$ cat config.mk
export PLATFORM = sky130hd
export DESIGN_NAME = data_bus_arbiter
export DESIGN_NICKNAME = d
export VERILOG_FILES = /design/src/rtl/data_bus_arbiter_pkg.sv /design/src/rtl/data_bus_arbiter_id_fifo.sv /design/src/rtl/data_bus_arbiter.sv
export SDC_FILE = /design/constraint.sdc
export NUM_CORES = 1
export LEC_CHECK = 0
export ABC_AREA = 1
export ABC_CLOCK_PERIOD_IN_PS = 5200
export CAP_MARGIN = 20
export CORE_AREA = 2 2 121 123
export CTS_CLUSTER_DIAMETER = 150
export DETAILED_ROUTE_END_ITERATION = 10
export DIE_AREA = 0 0 123 125
export PLACE_DENSITY_LB_ADDON = 0.3
export SLEW_MARGIN = 20
export SYNTH_ARGS = -nofsm -noshare
export SYNTH_HDL_FRONTEND = slang
export SYNTH_SLANG_ARGS = --single-unit
export TNS_END_PERCENT = 100
$ cat constraint.sdc
create_clock -name clk -period 5.2 [get_ports clk]
set_input_delay 0.78 -clock clk [delete_from_list [all_inputs] [get_ports clk]]
set_output_delay 0.78 -clock clk [all_outputs]
set_load 0.01 [all_outputs]
$ cat src/rtl/data_bus_arbiter_pkg.sv
// Shared widths, FSM encodings and request bundle type for the data-port arbiter.
// Width macros are guarded so a project-wide defines header may override them.
`ifndef DATA_BUS_ARB_DEFINES
`define DATA_BUS_ARB_DEFINES
`ifndef MEM_ADDR_WIDTH
`define MEM_ADDR_WIDTH 32
`endif
`ifndef DATA_WIDTH
`define DATA_WIDTH 32
`endif
`ifndef MEM_TRANSFER_WIDTH
`define MEM_TRANSFER_WIDTH 4
`endif
`define ARB_ID_WIDTH 1
`define ARB_ST_ARB  1'b0
`define ARB_ST_LOCK 1'b1
`endif

package data_bus_arbiter_pkg;

    localparam int ADDR_W = `MEM_ADDR_WIDTH;
    localparam int DATA_W = `DATA_WIDTH;
    localparam int BE_W   = `MEM_TRANSFER_WIDTH;
    localparam int ID_W   = `ARB_ID_WIDTH;

    localparam logic [0:0] ST_ARB  = `ARB_ST_ARB;
    localparam logic [0:0] ST_LOCK = `ARB_ST_LOCK;

    typedef struct packed {
        logic [ADDR_W-1:0] addr;
        logic              wr;
        logic [BE_W-1:0]   be;
        logic [DATA_W-1:0] wdata;
    } req_t;

endpackage

$ cat src/rtl/data_bus_arbiter_id_fifo.sv
// In-order FIFO of granted port IDs, one entry per outstanding memory transfer.
// Same-cycle push and pop are allowed; push on full / pop on empty are ignored.
module data_arb_id_fifo
    import data_bus_arbiter_pkg::*;
#(
    parameter int DEPTH = 2
) (
    input  logic            clk,
    input  logic            rst_n,
    input  logic            push,
    input  logic [ID_W-1:0] push_id,
    input  logic            pop,
    output logic [ID_W-1:0] head_id,
    output logic            full,
    output logic            empty
);

    localparam int PW = (DEPTH > 1) ? $clog2(DEPTH) : 1;
    localparam int CW = $clog2(DEPTH + 1);

    logic [ID_W-1:0] mem [DEPTH];
    logic [PW-1:0]   wr_ptr;
    logic [PW-1:0]   rd_ptr;
    logic [CW-1:0]   count;
    logic            do_push;
    logic            do_pop;

    assign full    = (count == CW'(DEPTH));
    assign empty   = (count == '0);
    assign do_push = push && !full;
    assign do_pop  = pop && !empty;
    assign head_id = mem[rd_ptr];

    function automatic logic [PW-1:0] next_ptr(input logic [PW-1:0] p);
        return (p == PW'(DEPTH - 1)) ? '0 : p + 1'b1;
    endfunction

    always_ff @(posedge clk or negedge rst_n) begin
        if (!rst_n) begin
            wr_ptr <= '0;
            rd_ptr <= '0;
            count  <= '0;
            for (int i = 0; i < DEPTH; i++) mem[i] <= '0;
        end else begin
            if (do_push) begin
                mem[wr_ptr] <= push_id;
                wr_ptr      <= next_ptr(wr_ptr);
            end
            if (do_pop) rd_ptr <= next_ptr(rd_ptr);
            case ({do_push, do_pop})
                2'b10:   count <= count + 1'b1;
                2'b01:   count <= count - 1'b1;
                default: count <= count;
            endcase
        end
    end

endmodule

$ cat src/rtl/data_bus_arbiter.sv
// 2:1 req/gnt arbiter for the data RAM port (0-cycle request and response paths).
// Optional macro DATA_ARB_RR_EN selects round-robin; default is fixed priority to port 0.
module data_bus_arbiter
    import data_bus_arbiter_pkg::*;
#(
    parameter int MAX_OUT = 2
) (
    input  logic              clk,
    input  logic              rst_n,
    input  logic              p0_req_i,
    input  logic [ADDR_W-1:0] p0_addr_i,
    input  logic              p0_wr_i,
    input  logic [BE_W-1:0]   p0_be_i,
    input  logic [DATA_W-1:0] p0_wdata_i,
    output logic              p0_gnt_o,
    output logic              p0_rvalid_o,
    output logic [DATA_W-1:0] p0_rdata_o,
    input  logic              p1_req_i,
    input  logic [ADDR_W-1:0] p1_addr_i,
    input  logic              p1_wr_i,
    input  logic [BE_W-1:0]   p1_be_i,
    input  logic [DATA_W-1:0] p1_wdata_i,
    output logic              p1_gnt_o,
    output logic              p1_rvalid_o,
    output logic [DATA_W-1:0] p1_rdata_o,
    output logic              m_req_o,
    output logic [ADDR_W-1:0] m_addr_o,
    output logic              m_wr_o,
    output logic [BE_W-1:0]   m_be_o,
    output logic [DATA_W-1:0] m_wdata_o,
    input  logic              m_gnt_i,
    input  logic              m_rvalid_i,
    input  logic [DATA_W-1:0] m_rdata_i,
    output logic              err_o
);

    logic [0:0]      state;
    logic [ID_W-1:0] lock_id;
    logic [ID_W-1:0] winner;
    logic [ID_W-1:0] sel;
    logic [ID_W-1:0] head_id;
    logic            fifo_full;
    logic            fifo_empty;
    logic            m_act;
    logic            gnt;
    logic            rsp;
    req_t            p0_r;
    req_t            p1_r;
    req_t            m_r;

    assign p0_r = '{addr: p0_addr_i, wr: p0_wr_i, be: p0_be_i, wdata: p0_wdata_i};
    assign p1_r = '{addr: p1_addr_i, wr: p1_wr_i, be: p1_be_i, wdata: p1_wdata_i};

`ifdef DATA_ARB_RR_EN
    // prio names the port that wins a tie; the granted port drops to lowest priority
    logic [ID_W-1:0] prio;

    always_ff @(posedge clk or negedge rst_n) begin
        if (!rst_n)   prio <= '0;
        else if (gnt) prio <= ~sel;
    end

    always_comb begin
        winner = p0_req_i ? 1'b0 : 1'b1;
        if (p0_req_i && p1_req_i) winner = prio;
    end
`else
    assign winner = p0_req_i ? 1'b0 : 1'b1;
`endif

    // A full FIFO only masks new arbitration; LOCK was entered with a slot free
    assign sel   = (state == ST_LOCK) ? lock_id : winner;
    assign m_act = (state == ST_LOCK) || (!fifo_full && (p0_req_i || p1_req_i));
    assign m_r   = !m_act ? '0 : ((sel == 1'b0) ? p0_r : p1_r);

    assign m_req_o   = m_act;
    assign m_addr_o  = m_r.addr;
    assign m_wr_o    = m_r.wr;
    assign m_be_o    = m_r.be;
    assign m_wdata_o = m_r.wdata;

    assign gnt      = m_act && m_gnt_i;
    assign p0_gnt_o = gnt && (sel == 1'b0);
    assign p1_gnt_o = gnt && (sel == 1'b1);

    assign rsp         = m_rvalid_i && !fifo_empty;
    assign p0_rvalid_o = rsp && (head_id == 1'b0);
    assign p1_rvalid_o = rsp && (head_id == 1'b1);
    assign p0_rdata_o  = p0_rvalid_o ? m_rdata_i : '0;
    assign p1_rdata_o  = p1_rvalid_o ? m_rdata_i : '0;

    always_ff @(posedge clk or negedge rst_n) begin
        if (!rst_n) begin
            state   <= ST_ARB;
            lock_id <= '0;
        end else begin
            case (state)
                ST_ARB: begin
                    if (m_act && !m_gnt_i) begin
                        state   <= ST_LOCK;
                        lock_id <= winner;
                    end
                end
                ST_LOCK: begin
                    if (m_gnt_i) state <= ST_ARB;
                end
                default: state <= ST_ARB;
            endcase
        end
    end

    always_ff @(posedge clk or negedge rst_n) begin
        if (!rst_n)                        err_o <= 1'b0;
        else if (m_rvalid_i && fifo_empty) err_o <= 1'b1;
    end

    data_arb_id_fifo #(
        .DEPTH (MAX_OUT)
    ) u_id_fifo (
        .clk     (clk),
        .rst_n   (rst_n),
        .push    (gnt),
        .push_id (sel),
        .pop     (m_rvalid_i),
        .head_id (head_id),
        .full    (fifo_full),
        .empty   (fifo_empty)
    );

endmodule
==> run metrics <==
Sink Count=9; Fill cells=1,587; PwrDens=356 nW/um^2; Bufs on Longest Clock Path=2; required time of the critical path=4420 ps; Post-Synth Adder-Cell Area=0.647%; core area=14,200 um^2; startpoint types=input port; clk_lat worst skew=240 ps; Post-Route Setup TNS=0 ps; PostCTS Resize Cnt=0; commonest cells after routing, fill and taps aside=314 x clkdlybuf4s50_1, 204 x nor2_1, 71 x o21ai_1, 41 x inv_1, 13 x nand2_1; Synth warnings=0; iteration count of the initial detailed-routing pass=4; #FFs+latches synth=9; footprint of the multi-input gates=1340 um^2; Hold Path Sink=err_o; Peak Freq=258 MHz; Leak=2.22 nW; DR vias=3,397; row cnt=44; RSZ-0062 raised after global routing=no; post-synthesis compound-gate area fraction=20.5%; port bufs=314; GPL Wtd Cong=0.807; number of nets with antenna violations after routing=0; remaining global-route overflow=0; FF-to-FF path depth=9; first-pass GRT wire length=16,700 um; Die W=123 um; Reg-to-Reg End=u_id_fifo.count[1]; initial core utilization=13.6%; Synth Area in Simple Gates=46.5%; Starting DRT DRC Count=158; Syn-to-layout area delta=170%; synthesized instance count=389; I/O pins=315; mux contribution to synthesized area=0%; Die Height=125 um; Detailed Place HPWL=8970 um; Worst R2R Setup Slack=3380 ps; total CTS buffers=3; GRT Resource Usage Total=13.4%; largest family of logic cells by synthesized area=simple AND/OR/NAND/NOR gates; Ant. Diodes=0; CTS tree=built; commonest non-fill, non-tap cell in the layout=clkdlybuf4s50_1; Root Driver=clkbuf_16; WL final=11,200 um; initial antenna violation count=0; VDD IR max=171 uV; WHS=461 ps; measured slew at the worst slew-check pin=618 ps; top_reg_cell synth=dfrtp_1; status=completed; Mapped Area=1930 um^2; Post-Synth XOR/XNOR Area=1.36%; fin crit share=74.5%; Final Cell Area=5220 um^2; layout cell share with drive strength beyond 1=2.78%; CP arrival=3100 ps; Crit Path Category=input port to output port; DRC viols=0; cts hold-fix bufs=0; post-layout util=36.7%; Register Area=225 um^2; htree depth=1; clk slew on worst S/H paths=40 ps; mean routed wirelength per cell=12.9 um; reg2reg start=u_id_fifo.count[0]; sequential share of the synthesized area=11.6%; Final min period=3880 ps; final setup fails=0; post-CTS setup buffer count=0; largest net degree at the start of global routing=74; asr flop ratio synth=100%; number of synthesized flops with an enable pin=0; Crit. End Element=output port; vias in the first global route=3,180; Syn Nets=566; Cell variety after synth=23; WHS Path Cells=1; hold path start=err_o; Area after DPL=5140 um^2; count of final max-slew check failures=0; final hold viol count=0; MaxCap Viol Count=0; Slew Limit Headroom=58.6%; fin nets=862; Crit Path Max Fanout=45; Tot Pwr=1.86 mW; Die Footprint=15,400 um^2; Avg Cell Area, Syn=4.97 um^2; HP Class=register to register; routed vias/inst=3.91; clock skew=1.16 ps
-- critical path: stages --
cell,delay (ps)
clkdlybuf4s50_1,480
o21ai_4,170
buf_4,330
buf_4,480
o21ai_1,100
nor2_1,150
clkdlybuf4s50_1,550
-- per-stage QoR --
stage | setup WS, ps | std cells
after CTS | 1310 | 868
after detailed placement | 1320 | 864
after floorplan | 2910 | 389
after global placement | 1310 | 864
final | 1320 | 868
after global routing | 1150 | 868
-- final cells by class --
cell class,instances,area share (%)
clock buffer,4,1.51
inverter,45,3.24
multi-input combinational,308,25.7
sequential,9,4.32
tap,184,4.41
timing repair buffer,318,60.8
-- report_power, final --
group	switching, mW	total [mW]	internal, mW	leakage (nW)
sequential	0.0260	0.126	0.100	0.106
combinational	0.769	1.59	0.825	2.08
clock	0.0346	0.137	0.103	0.0382
-- synth_stat cells, types with 2 or more instances --
cell type | count | area [um^2]
a21oi_1 | 2 | 10.0
buf_2 | 14 | 70.1
buf_4 | 3 | 22.5
buf_6 | 10 | 113
dfrtp_1 | 9 | 225
inv_1 | 41 | 154
inv_2 | 4 | 15.0
nand2_1 | 13 | 48.8
nand2_4 | 2 | 22.5
nand4_1 | 4 | 25.0
nor2_1 | 204 | 766
o21ai_1 | 71 | 355
xor2_1 | 2 | 17.5
-- routing by layer --
layer  wire [um]  vias up  GRT usage (%)
met5           0        -              0
met4         189        0           2.94
met3         984       15           2.51
met2        5480      157           24.1
met1        4580     1441           16.3
li1            -     1784              -
-- flip-flops by register name, summed over array words and instances, names as in the netlist --
register	count
state	1
u_id_fifo.count	2
lock_id	1
u_id_fifo.rd_ptr	1
u_id_fifo.wr_ptr	1
u_id_fifo.mem	2
err_o	1
-- cells by family (layout without fill, tap and decap cells) --
family	count (synthesis)	count (layout)
fa+ha+maj	1	1
xor+xnor	3	3
compound gates	77	77
simple gates	227	227
buf+inv	72	367
flops	9	9
-- worst max-delay path by stage --
stage | start | end | slack, ps
CTS | p0_req_i | m_be_o[2] | 1310
floorplan | p0_req_i | m_addr_o[22] | 2910
global route | p0_req_i | m_addr_o[0] | 1150
detailed placement | p0_req_i | m_be_o[2] | 1320
finish | p0_req_i | m_wdata_o[23] | 1320
global placement | p0_req_i | m_be_o[2] | 1310
Note: power is estimated with default switching activity, not from simulation.
